## src/rtl/parametric_trigger.sv

```systemverilog
// parametric_trigger: relaunches one actor until it stops making progress; reports stats and sleep timeouts.
module parametric_trigger #(
  parameter string MODE = "ACTOR_TRIGGER",
  parameter int NUM_PREDICATES = 1,
  parameter bit PRED_REDUCE_AND = 1'b1,
  parameter int RETURN_WIDTH = 32,
  parameter logic [RETURN_WIDTH-1:0] EXECUTED_CODE = RETURN_WIDTH'(1),
  parameter int IDLE_THRESHOLD = 1,
  parameter int SLEEP_TIMEOUT = 0,
  parameter int COUNT_WIDTH = 32
) (
  input  logic                      ap_clk,
  input  logic                      ap_rst,
  input  logic                      ap_start,
  output logic                      ap_done,
  output logic                      ap_ready,
  output logic                      ap_idle,
  input  logic                      network_idle,
  input  logic [RETURN_WIDTH-1:0]   actor_return,
  input  logic                      actor_done,
  input  logic                      actor_idle,
  input  logic [NUM_PREDICATES-1:0] actor_launch_predicate,
  output logic                      actor_start,
  output logic [COUNT_WIDTH-1:0]    invocation_count,
  output logic [COUNT_WIDTH-1:0]    executed_count,
  output logic                      timed_out
);
  localparam bit ACTOR = MODE == "ACTOR_TRIGGER";
  typedef enum logic [2:0] {IDLE, SLEEP, LAUNCH, WAIT, DONE} state_t;
  state_t state;
  logic [31:0] idle_streak, sleep_cnt;
  logic to_flag, pred, executed, streak_hit, timeout_hit;
  always_comb begin
    pred = ACTOR ? 1'b1 : PRED_REDUCE_AND ? &actor_launch_predicate : |actor_launch_predicate;
    executed = actor_return == EXECUTED_CODE;
    streak_hit = ({1'b0, idle_streak} + 33'd1) >= 33'(IDLE_THRESHOLD);
    timeout_hit = (SLEEP_TIMEOUT > 0) && !pred && sleep_cnt == 32'(SLEEP_TIMEOUT - 1);
  end
  always_ff @(posedge ap_clk)
    if (ap_rst) begin
      state <= IDLE;
      invocation_count <= '0;
      executed_count <= '0;
      idle_streak <= '0;
      sleep_cnt <= '0;
      to_flag <= 1'b0;
    end else
      case (state)
        IDLE: if (ap_start) begin
          state <= SLEEP;
          invocation_count <= '0;
          executed_count <= '0;
          idle_streak <= '0;
          sleep_cnt <= '0;
        end
        SLEEP: if (actor_idle && pred) begin
          state <= LAUNCH;
          sleep_cnt <= '0;
        end else if (timeout_hit) begin
          state <= DONE;
          to_flag <= 1'b1;
        end else
          sleep_cnt <= &sleep_cnt ? sleep_cnt : sleep_cnt + 1'b1;
        LAUNCH: begin
          state <= WAIT;
          invocation_count <= &invocation_count ? invocation_count : invocation_count + 1'b1;
        end
        WAIT: if (actor_done) begin
          if (executed) begin
            executed_count <= &executed_count ? executed_count : executed_count + 1'b1;
            idle_streak <= '0;
            state <= SLEEP;
          end else begin
            idle_streak <= &idle_streak ? idle_streak : idle_streak + 1'b1;
            state <= streak_hit && (network_idle || !ACTOR) ? DONE : SLEEP;
          end
        end
        default: begin
          state <= IDLE;
          to_flag <= 1'b0;
        end
      endcase
  assign ap_done = state == DONE;
  assign ap_ready = ap_done;
  assign ap_idle = state == IDLE;
  assign actor_start = state == LAUNCH;
  assign timed_out = ap_done && to_flag;
endmodule

```

## config.mk

```make
export PLATFORM = sky130hd
export DESIGN_NAME = parametric_trigger
export DESIGN_NICKNAME = d
export VERILOG_FILES = /design/src/rtl/parametric_trigger.sv
export SDC_FILE = /design/constraint.sdc
export NUM_CORES = 1
export LEC_CHECK = 0
export CAP_MARGIN = 0
export CORE_UTILIZATION = 49
export DETAILED_ROUTE_END_ITERATION = 6
export DONT_BUFFER_PORTS = 1
export GPL_TIMING_DRIVEN = 0
export PLACE_DENSITY_LB_ADDON = 0.3
export SYNTH_ARGS = -nofsm -noshare
export SYNTH_HDL_FRONTEND = slang
export SYNTH_SLANG_ARGS = --single-unit
```

## constraint.sdc

```tcl
create_clock -name ap_clk -period 4.2 [get_ports ap_clk]
set_clock_uncertainty 0.1 [all_clocks]
set_input_delay 0.84 -clock ap_clk [delete_from_list [all_inputs] [get_ports ap_clk]]
set_output_delay 0.84 -clock ap_clk [all_outputs]
set_load 0.05 [all_outputs]
```

# [After elaboration in Yosys (flattened, before gate mapping)]
# Cells that the tools add are included.
[totals] ramBits=0 elab_cells=49 inputBits=39 ff_bits=99 latch_bits=0 out_inout_bits=69 memories=0 rom_bits=0
[classes] n_addsub=4 n_reduce_logical=11 n_shift=0 order_cmp=1 n_div=0 mul=0 mux=17 n_eq_ne=12 bitwise=0
[ops] op="$mux 32" count=8
[ops] op="$pmux 32 s2" count=3
[ops] op="$add 32x1->32 const B" count=3
[ops] op="$reduce_and 32->1" count=3
[ops] op="$add 32x1->33 const B" count=1
[ops] op="$ge 33x1->1 const B" count=1
[ops] op="$eq 32x1->1 const B" count=1
[ops] op="$mux 3" count=5
[ops] op="$ne 2x2->1 const B" count=6
[ops] op="$pmux 3 s4" count=1
[ops] op="$eq 3x2->1 const B" count=2
[ops] op="$reduce_and 3->1" count=2
[ops] op="$reduce_and 5->1" count=1
[ops] op="$reduce_and 4->1" count=1
[ops] op="$reduce_bool 2->1" count=2
[ops] op="$eq 3x1->1 const B" count=1
[ops] op="$eq 3x3->1 const B" count=1
[ops] op="$logic_not 3->1" count=1
[ops] op="$ne 3x3->1 const B" count=1
[ops] op="$logic_and 1x1->1" count=1

# [Logic depth before layout (Yosys ltp)]
# Gate-level depths: netlist (run 1).
[depth] word_depth=7 ltp_mapped=10 mapped_depth_nobuf=8

# [Worst setup path after synthesis (run 1)]
# No wires, ideal clock.
[synth_path] path_type="register to register" startpoint="register idle_streak[1]" endpoint="register state[0]" slack_ps=1182 stages_incl_launch_ff=10 setup_ps=58 arrival_time_ps=2860 required_time_ps=4042 n_path_buf=1 synth_period_minus_slack_ps=3018 path_cell_list="dfxtp_1 > ha_1 > nand4_1 > or4_1 > buf_2 > nor4_4 > mux2_2 > a2111o_1 > or4_1 > nand2_1"
[synth_between] elab_chain_cells=7
[synth_rtl] item="start: declaration" line_no="31" source="logic [31:0] idle_streak, sleep_cnt;"
[synth_rtl] item="start signal: assignment" line_no="74" source="idle_streak <= &idle_streak ? idle_streak : idle_streak + 1'b1;"
[synth_rtl] item="$add 32x1->33" line_no="36" source="streak_hit = ({1'b0, idle_streak} + 33'd1) >= 33'(IDLE_THRESHOLD);"
[synth_rtl] item="$ge 33x1->1" line_no="36"
[synth_rtl] item="$logic_and 1x1->1" line_no="75" source="state <= streak_hit && (network_idle || !ACTOR) ? DONE : SLEEP;"
[synth_rtl] item="$mux 3" line_no="75"
[synth_rtl] item="$mux 3" line_no="69" source="if (executed) begin"
[synth_rtl] item="$mux 3" line_no="68" source="WAIT: if (actor_done) begin"
[synth_rtl] item="$pmux 3 s4" line_no="48" source="case (state)"
[synth_rtl] item="end signal: assignment" line_no="75"
[synth_rtl] item="end: declaration" line_no="30" source="state_t state;"
# Every way passes these cells. The select of a mux whose other input is x is not followed.
# A chain may end at the register's enable or synchronous reset.

# [Final worst setup path (run 1)]
[layout_path] startpoint="input port actor_return[2]" endpoint="register idle_streak[5]"
[layout_between] elab_chain_cells=4 word_cells_on_any_way=6 classes_between="eq/ne: 2; mux: 3; reduce/logical: 1"
[layout_rtl] item="start: declaration" line_no="19" source="input logic [RETURN_WIDTH-1:0] actor_return,"
[layout_rtl] item="$eq 32x1->1 (*)" line_no="35" source="executed = actor_return == EXECUTED_CODE;"
[layout_rtl] item="$mux 32" line_no="69"
[layout_rtl] item="$mux 32" line_no="68"
[layout_rtl] item="$pmux 32 s2" line_no="48"
# Mark *: on every way between the ends. The rest lies on a longest branch, timed or not. The select of a mux whose other input is x is not followed.

==> results of run 1 <==
[tightest hold or removal path, delay by kind of cell (launching register included)]
kind	cells	cell delay [ns]
compound gates	2	0.14
flops	1	0.34
[registers in the layout, indices dropped and copies added (netlist names)]
name	count
idle_streak	32
executed_count	32
invocation_count	32
state	3
[power by group through the flow]
stage | sequential, mW | clock (mW) | combinational (mW)
detailed placement | 0.970 | 0 | 0.105
global route | 0.949 | 0.854 | 0.116
finish | 0.949 | 0.808 | 0.107
CTS | 0.948 | 0.820 | 0.106
global placement | 0.970 | 0 | 0.104
floorplan | 0.970 | 0 | 0.0747
[path summary, 6_finish.rpt]
path,depth (start not counted),slack (ns),startpoint,end
hold / removal,2,0.43,idle_streak[20]$_SDFFE_PP0P_,idle_streak[20]$_SDFFE_PP0P_
hold reg to reg,2,0.43,idle_streak[20]$_SDFFE_PP0P_,idle_streak[20]$_SDFFE_PP0P_
setup / recovery,8,0.87,actor_return[2],idle_streak[5]$_SDFFE_PP0P_
setup reg to reg,9,0.89,idle_streak[1]$_SDFFE_PP0P_,state[0]$_SDFFE_PP0P_
[placed cells by master, fill, tap and decap left out, types with 19 or more instances in the layout]
cell / instances
a21oi_1: 57
clkbuf_1: 34
dfxtp_1: 99
nand2_1: 55
nand3_1: 46
nand4_1: 39
nor2_1: 91
nor3_1: 30
o21ai_0: 41
or3_1: 19
xnor2_1: 27
xor2_1: 33
[metrics by stage]
stage          std cells  hold WS [ns]  setup WS [ns]  power (mW)
2_1_floorplan        738         0.380           1.18        1.04
5_1_grt              897         0.486          0.653        1.92
4_1_cts              897         0.426          0.937        1.87
6_report             897         0.426          0.867        1.86
3_3_place_gp         881         0.404          0.617        1.07
3_5_place_dp         881         0.415          0.639        1.08
[cell type report]
cell class / instances / area [um^2] / area share
Sequential cell: 99 / 1980 / 0.319
Tap cell: 143 / 179 / 0.0288
Buffer: 48 / 279 / 0.0449
Clock buffer: 10 / 229 / 0.0369
Clock inverter: 6 / 61.3 / 0.00987
Multi-Input combinational cell: 579 / 3440 / 0.553
Inverter: 12 / 45.0 / 0.00725
[metal layers]
layer  share of wire  GRT usage  wire (um)
met3           0.098     0.0858       1510
met1            0.42      0.340       6470
met5               0          0          0
met2            0.46      0.418       7110
met4           0.024     0.0996        377
[logic make-up after synthesis]
| family | count (synthesis) |
|---|---|
| AND/OR/NAND/NOR | 364 |
| AO/OA/AOI/OAI | 148 |
| flip-flops | 99 |
| XOR/XNOR | 60 |
| buffers and inverters | 60 |
| adder cells (fa/ha/maj) | 4 |
| multiplexers | 2 |
| other | 1 |
==> reports/metrics.yaml, run 1 <==
drt:
  drc: 0
  drtAntennaViolNets: 0
  routed_wirelength_mm: 15.5
  first_pass_iters: 4
  viasPerCell: 6.19
  first_iter_violations: 358
  vias: 5551
  post_drt_wl_per_cell_um: 17.2
yosys:
  syn_inst: 738
  synth_ff_type: "dfxtp_1"
  syn_avg_cell_area_um2: 7.77
  synth_most_common_cell: "dfxtp_1"
  ys_async_sr_fraction: 0
  synthAdderAreaFrac: 0.00872
  ys_warn_count: 0
  ys_ff_latch: 99
  synth_common_cells: "dfxtp_1, nor2_1, a21oi_1"
  synth_top_area_frac: 0.345
  synth_compound_area_frac: 0.152
  synthesis.nets: 781
  synth_cell_types: 62
  synth_edf_count: 0
  syn_area_mm2: 0.00574
  synth_xor_area_frac: 0.0916
  synth_top_family_by_area: "simple AND/OR/NAND/NOR gates"
  ys_seq_area_frac: 0.345
  synth_top_area_cell: "dfxtp_1"
  synthTopCellsByArea: "dfxtp_1, nor2_1, xor2_1"
  synth_mux_area_frac: 0.00371
  yosys.area_share.simple: 0.341
finish:
  finalCoreUtilization: 0.544
  num-nets-final: 792
  area_growth_pct: 8.27
  diodes: 0
  fill_cells: 1091
  layout-drive-gt1-share: 0.0637
  finalInstanceArea_mm2: 0.00621
clock_network:
  cts_tree: "yes"
  clock_latency_ns: 0.35
  post_cts_buffers: 0
  cts.sinks: 99
  cts-root-buf: "clkbuf_16"
  clockBufferDepth: 2
  cts-buffers-inserted: 9
  cts_resized: 0
  clkTransAtPathRegs_ns: 0.07
  htreeDepth: 3
  cts_hold_buf: 0
timing:
  finalCritPeriodShare: 0.794
  min_period_ns: 3.33
  rsz0062_at_grt: "no"
  finalMaxSlewViolations: 0
  fmax_mhz: 300
  setup_tns_ns: 0
  tightest_slew_ns: 0.960
  setup_violations: 0
  relSlewSlack: 0.356
  hold_viol_final: 0
worst_setup_path:
  worstPathRequired_ns: 4.32
  critPathTopFamily: "buffers and inverters"
  worstPathArrival_ns: 3.45
  cpPeakStageDelay_ns: 0.58
  crit_fanout: 10
  cp_slowest_cell: "clkbuf_1"
  worstPathCellList: "nor4_1 > nand4_1 > o21ai_1 > clkbuf_1 > clkbuf_1 > o21ai_0 > o22ai_1 > nor2_1"
  endpoint_kind: "flip-flop"
  worstSetupPathType: "input port to flip-flop"
  critPathLaunchType: "input port"
  critPathBufInv: 2
  cp_common_cell: "clkbuf_1"
pwr:
  irDropWorstVdd_uv: 274
  p_seq_frac: 0.509
  clkPwrFrac: 0.434
  swShare: 0.260
  power_leakage_nw: 1.97
  p_switching_mw: 0.485
  p_int_mw: 1.38
  power_density_mw_per_mm2: 300
  comb_power_share: 0.058
die:
  die_area_mm2: 0.0121
  initial_core_util: 0.502
  core_mm2: 0.0114
  rows: 39
  pin_count: 108
  die_w_um: 110
  die_h_um: 110
grt:
  grt_pass1_vias: 5099
  grt_first_pass_wirelength_mm: 25.0
  grt_overflow: 0
  antenna_found_initial: 0
  grt_usage: 0.266
  grt_max_degree: 19
run_status:
  status: "finished, final reports clean"
placed_design:
  routabilityCongestion: 0.885
  portBuffers: 0
  dp_hpwl_mm: 11.3
  place_area_mm2: 0.00592
min_path:
  min_path_type: "flip-flop to flip-flop"
run:
  cap_viol_max_count: 0
Note: power is estimated with default switching activity, not from simulation.
==> run 2, diff against run 1 <==
==> constraint.sdc (replaced) <==
create_clock -name ap_clk -period 3.2 [get_ports ap_clk]
set_clock_uncertainty 0.1 [all_clocks]
set_input_delay 0.64 -clock ap_clk [delete_from_list [all_inputs] [get_ports ap_clk]]
set_output_delay 0.64 -clock ap_clk [all_outputs]
set_load 0.05 [all_outputs]
==> reports/metrics.yaml, run 2 (synthesis results as in run 1) <==
run_status:
  status: "finished, final reports clean"  # unchanged
clock_network:
  clkTransAtPathRegs_ns: 0.07  # about the same
  htreeDepth: 3  # unchanged
  cts-root-buf: "clkbuf_16"  # unchanged
  cts.sinks: 99  # unchanged
  cts_tree: "yes"  # unchanged
  cts_hold_buf: 0  # unchanged
  cts-buffers-inserted: 9  # unchanged
  clockBufferDepth: 2  # unchanged
  clock_latency_ns: 0.35  # about the same
placed_design:
  dp_hpwl_mm: 11.3  # unchanged
  portBuffers: 0  # unchanged
  place_inst: 881  # unchanged
  routabilityCongestion: 0.885  # unchanged
  place_area_mm2: 0.00592  # unchanged
worst_setup_path:
  endpoint_kind: "flip-flop"  # unchanged
  critPathLaunchType: "flip-flop"  # was input port
  worstSetupPathType: "flip-flop to flip-flop"  # was input port to flip-flop
  worstPathRequired_ns: 3.40  # was 4.32 ns
  crit_fanout: 7  # was 10
  worstPathArrival_ns: 3.23  # was 3.45 ns
  reg2regPathDepth: 8  # was 9
pwr:
  irDropWorstVdd_uv: 361  # was 274 uV
  power_density_mw_per_mm2: 389  # was 300 mW/mm^2
  power_leakage_nw: 2.01  # was 1.97 nW
  p_total_mw: 2.45  # was 1.86 mW
timing:
  finalCritPeriodShare: 0.948
  fmax_mhz: 330
  min_period_ns: 3.03
  relSlewSlack: 0.359  # was 0.356
  finalMaxSlewViolations: 0  # unchanged
  setup_violations: 0  # unchanged
  tightest_slew_ns: 0.956  # was 0.960 ns
  hold_viol_final: 0  # unchanged
  setup_tns_ns: 0  # unchanged
drt:
  first_pass_iters: 5  # was 4
  first_iter_violations: 299  # was 358
  post_drt_wl_per_cell_um: 17.3  # was 17.2 um
  routed_wirelength_mm: 15.6  # was 15.5 mm
  drtAntennaViolNets: 0  # unchanged
  vias: 5557  # was 5551
  viasPerCell: 6.17  # was 6.19
  drc: 0  # unchanged
min_path:
  min_path_type: "input port to flip-flop"  # was flip-flop to flip-flop
  whs_path_depth: 3  # was 2
finish:
  finalCoreUtilization: 0.551  # was 0.544
  finalInstanceArea_mm2: 0.00629  # was 0.00621 mm^2
  fill_cells: 1073  # was 1091
  reg.largest.list: "executed_count (32), idle_streak (32), invocation_count (32)"  # unchanged
  final_cell_mix: "dfxtp_1, nor2_1, a21oi_1"  # unchanged
  num-nets-final: 795  # was 792
  diodes: 0  # unchanged
  area_growth_pct: 9.64  # was 8.27%
  layout-drive-gt1-share: 0.0819  # was 0.0637
  layout_commonest_cell: "dfxtp_1"  # unchanged
  fin_cells: 900  # was 897
grt:
  grt_overflow: 0  # unchanged
  grt_max_degree: 19  # unchanged
  grt_usage: 0.266  # unchanged
  antenna_found_initial: 0  # unchanged
  grt_first_pass_wirelength_mm: 25.0  # unchanged
  grt_pass1_vias: 5098  # was 5099
die:
  die_area_mm2: 0.0121  # unchanged
  rows: 39  # unchanged
  die_h_um: 110  # unchanged
  core_mm2: 0.0114  # unchanged
  initial_core_util: 0.502  # unchanged
  pin_count: 108  # unchanged
  die_w_um: 110  # unchanged
run:
  cap_viol_max_count: 0  # unchanged
## run 2: cell count changes in the layout (fill, tap and decap cells not counted), sizes merged
cell | previous run | this run
buf | 11 | 14
## run 2: layout make-up
class / count / area [um^2] / area share
sequential: 99 / 1990 / 0.317
inverter: 12 / 45.0 / 0.00716
multi-input combinational: 579 / 3480 / 0.553
clock buffer: 10 / 229 / 0.0364
tap: 143 / 179 / 0.0284
timing repair buffer: 3 / 22.5 / 0.00358
buffer: 48 / 279 / 0.0444
clock inverter: 6 / 61.3 / 0.00975
## run 2: where the power goes
group / leakage, nW / internal, mW / switching [mW] / total [mW]
registers: 0.801 / 1.23 / 0.00997 / 1.24
logic: 1.07 / 0.0336 / 0.110 / 0.144
clock network: 0.138 / 0.544 / 0.518 / 1.06
## run 2: path summary, 6_finish.rpt
check	start	to	slack, ns
setup / recovery	idle_streak[11]$_SDFFE_PP0P_	state[0]$_SDFFE_PP0P_	0.17
hold / removal	network_idle	state[0]$_SDFFE_PP0P_	0.41
setup reg to reg	idle_streak[11]$_SDFFE_PP0P_	state[0]$_SDFFE_PP0P_	0.17
hold reg to reg	idle_streak[0]$_SDFFE_PP0P_	idle_streak[0]$_SDFFE_PP0P_	0.42
## run 2: stage by stage
step / worst slack (ns) / hold slack, ns
6_report: 0.167 / 0.408
3_3_place_gp: -0.183 / 0.404
3_5_place_dp: -0.161 / 0.415
4_1_cts: 0.0133 / 0.402
5_1_grt: -0.0136 / 0.455
2_1_floorplan: 0.182 / 0.380
## run 2: timing repair
action	in CTS	in global routing
endpoints found under the setup margin	4	39
gates resized for setup	5	10
pin swaps	0	3
buffers inserted	0	3
## run 2: worst max-delay path, stage by stage (launching register included)
cell	delay, ns
dfxtp_1	0.49
nand4_4	0.21
or4_1	0.57
buf_2	0.21
nor4_4	0.21
mux2_2	0.39
a2111o_1	0.33
or4_1	0.41
nand2_1	0.07
## run 2: layer usage
metal | wire length [um] | global-route usage | up-vias
met2 | 7160 | 0.419 | 223
met1 | 6510 | 0.340 | 2589
met5 | 0 | 0 | -
met4 | 392 | 0.0996 | 0
met3 | 1500 | 0.0852 | 29
li1 | - | - | 2716
==> run 3, diff against run 2 <==
--- a/config.mk
+++ b/config.mk
@@ -6,7 +6,7 @@
 export NUM_CORES = 1
 export LEC_CHECK = 0
 export CAP_MARGIN = 0
-export CORE_UTILIZATION = 49
+export CORE_UTILIZATION = 61
 export DETAILED_ROUTE_END_ITERATION = 6
 export DONT_BUFFER_PORTS = 1
 export GPL_TIMING_DRIVEN = 0
==> reports/metrics.yaml, run 3 (synthesis results as in run 1) <==
die:
  die_h_um: 99.0  # was 110 um
  initial_core_util: 0.627  # was 0.502
  die_area_mm2: 0.00980  # was 0.0121 mm^2
  core_mm2: 0.00915  # was 0.0114 mm^2
  rows: 35  # was 39
  die_w_um: 99.0  # was 110 um
  pin_count: 108  # unchanged
timing:
  hold_viol_final: 0  # unchanged
  worst_slack_ns: 0.112  # was 0.167 ns
  finalMaxSlewViolations: 0  # unchanged
  fmax_mhz: 324  # was 330 MHz
  setup_violations: 0  # unchanged
  tightest_slew_ns: 0.947  # was 0.956 ns
  relSlewSlack: 0.365  # was 0.359
  hold_slack_ns: 0.420  # was 0.408 ns
  finalCritPeriodShare: 0.965  # was 0.948
  min_period_ns: 3.09  # was 3.03 ns
placed_design:
  routabilityCongestion: 0.916  # was 0.885
  place_inst: 849  # was 881
  portBuffers: 0  # unchanged
  dp_hpwl_mm: 11.3  # about the same
  place_area_mm2: 0.00588  # was 0.00592 mm^2
  dp_slack_ns: -0.135  # was -0.161 ns
drt:
  drtAntennaViolNets: 0  # unchanged
  drc: 0  # unchanged
  vias: 5555  # was 5557
  viasPerCell: 6.40  # was 6.17
  post_drt_wl_per_cell_um: 17.8  # was 17.3 um
  first_pass_iters: 5  # unchanged
  routed_wirelength_mm: 15.5  # was 15.6 mm
  first_iter_violations: 288  # was 299
clock_network:
  cts-root-buf: "clkbuf_8"  # was clkbuf_16
  cts.sinks: 99  # unchanged
  cts-buffers-inserted: 9  # unchanged
  htreeDepth: 3  # unchanged
  clockBufferDepth: 2  # unchanged
  clkTransAtPathRegs_ns: 0.11  # was 0.07 ns
  cts_tree: "yes"  # unchanged
  clock_latency_ns: 0.37  # was 0.35 ns
  cts_hold_buf: 0  # unchanged
grt:
  use_met1: 0.412  # was 0.340
  met2_usage: 0.529  # was 0.419
  antenna_found_initial: 0  # unchanged
  grt_pass1_vias: 5206  # was 5098
  grt_overflow: 0  # unchanged
  grt_usage: 0.322  # was 0.266
  grt_util_met3: 0.0844  # was 0.0852
  grt_first_pass_wirelength_mm: 25.5  # was 25.0 mm
  grt_max_degree: 20  # was 19
  busiest_layer: "met2"  # unchanged
finish:
  layout-drive-gt1-share: 0.0832  # was 0.0819
  final_cell_mix: "nor2_1, dfxtp_1, a21oi_1"  # was dfxtp_1, nor2_1, a21oi_1
  reg.largest.list: "executed_count (32), idle_streak (32), invocation_count (32)"  # unchanged
  fin_cells: 868  # was 900
  finalInstanceArea_mm2: 0.00614  # was 0.00629 mm^2
  area_growth_pct: 6.96  # was 9.64%
  num-nets-final: 795  # unchanged
  diodes: 0  # unchanged
worst_setup_path:
  reg2reg_setup_slack_ns: 0.11  # was 0.17 ns
  reg2regPathDepth: 9  # was 8
  crit_fanout: 10  # was 7
  endpoint: "idle_streak[26]$_SDFFE_PP0P_"  # was state[0]$_SDFFE_PP0P_
  worstPathRequired_ns: 3.40  # about the same
  r2r-end: "idle_streak[26]$_SDFFE_PP0P_"  # was state[0]$_SDFFE_PP0P_
  worstSetupPathType: "flip-flop to flip-flop"  # unchanged
  r2r_start: "idle_streak[13]$_SDFFE_PP0P_"  # was idle_streak[11]$_SDFFE_PP0P_
  critPathLaunchType: "flip-flop"  # unchanged
  startpoint: "idle_streak[13]$_SDFFE_PP0P_"  # was idle_streak[11]$_SDFFE_PP0P_
  endpoint_kind: "flip-flop"  # unchanged
  worstPathArrival_ns: 3.29  # was 3.23 ns
pwr:
  power_density_mw_per_mm2: 363  # was 389 mW/mm^2
  irDropWorstVdd_uv: 215  # was 361 uV
  power_leakage_nw: 1.96  # was 2.01 nW
run:
  cap_viol_max_count: 0  # unchanged
min_path:
  min_path_type: "flip-flop to flip-flop"  # was input port to flip-flop
run_status:
  status: "finished, final reports clean"  # unchanged
==> run 3: area by class of cell <==
type | instances | area (um^2)
buffer | 48 | 279
clock buffer | 10 | 138
clock inverter | 6 | 65.1
fill | 788 | 3020
inverter | 12 | 45.0
multi-input combinational | 579 | 3450
sequential | 99 | 2000
tap | 111 | 139
timing repair buffer | 3 | 22.5
==> run 3: per-layer routing <==
metal,vias to the layer above,wire [um]
met5,-,0
met4,0,268
met3,22,1170
met2,192,7300
met1,2627,6740
li1,2714,-
==> run 3: report_power, final <==
group | switching, mW | leakage, nW | total, mW | internal (mW)
clock | 0.508 | 0.104 | 0.837 | 0.330
sequential | 0.0103 | 0.802 | 1.24 | 1.23
combinational | 0.110 | 1.05 | 0.144 | 0.0337
total | 0.628 | 1.96 | 2.23 | 1.60
==> run 3: metrics by stage <==
stage                     power [mW]   util  setup TNS (ns)
after floorplan                 1.37      -               0
after global placement          1.41  0.642          -0.329
after detailed placement        1.41  0.643          -0.855
after CTS                       2.23  0.665               0
after global routing            2.29  0.670         -0.0161
final                           2.23  0.670               0
==> run 3: how the worst min path moves through the flow <==
stage	slack (ns)	start	cells past startpoint	to
floorplan	0.38	idle_streak[20]$_SDFFE_PP0P_	2	idle_streak[20]$_SDFFE_PP0P_
global placement	0.41	idle_streak[20]$_SDFFE_PP0P_	2	idle_streak[20]$_SDFFE_PP0P_
detailed placement	0.42	idle_streak[27]$_SDFFE_PP0P_	2	idle_streak[27]$_SDFFE_PP0P_
CTS	0.41	idle_streak[0]$_SDFFE_PP0P_	2	idle_streak[0]$_SDFFE_PP0P_
global route	0.44	idle_streak[0]$_SDFFE_PP0P_	2	idle_streak[0]$_SDFFE_PP0P_
finish	0.42	idle_streak[0]$_SDFFE_PP0P_	2	idle_streak[0]$_SDFFE_PP0P_
==> run 3: worst max-delay path, cell delays in order (launching register included) <==
cell and delay [ns]:
dfxtp_1 0.34, clkbuf_8 0.15, nand4_1 0.17, buf_4 0.19, or3_2 0.47, or4_1 0.53
clkbuf_1 0.28, o21ai_2 0.46, o21ai_0 0.17, a21oi_1 0.15
==> run 3: what timing repair did <==
item | CTS | global route
resized for setup | 3 | 10
pin swaps | 0 | 3
setup endpoints to repair | 1 | 30
buffers inserted | 0 | 3
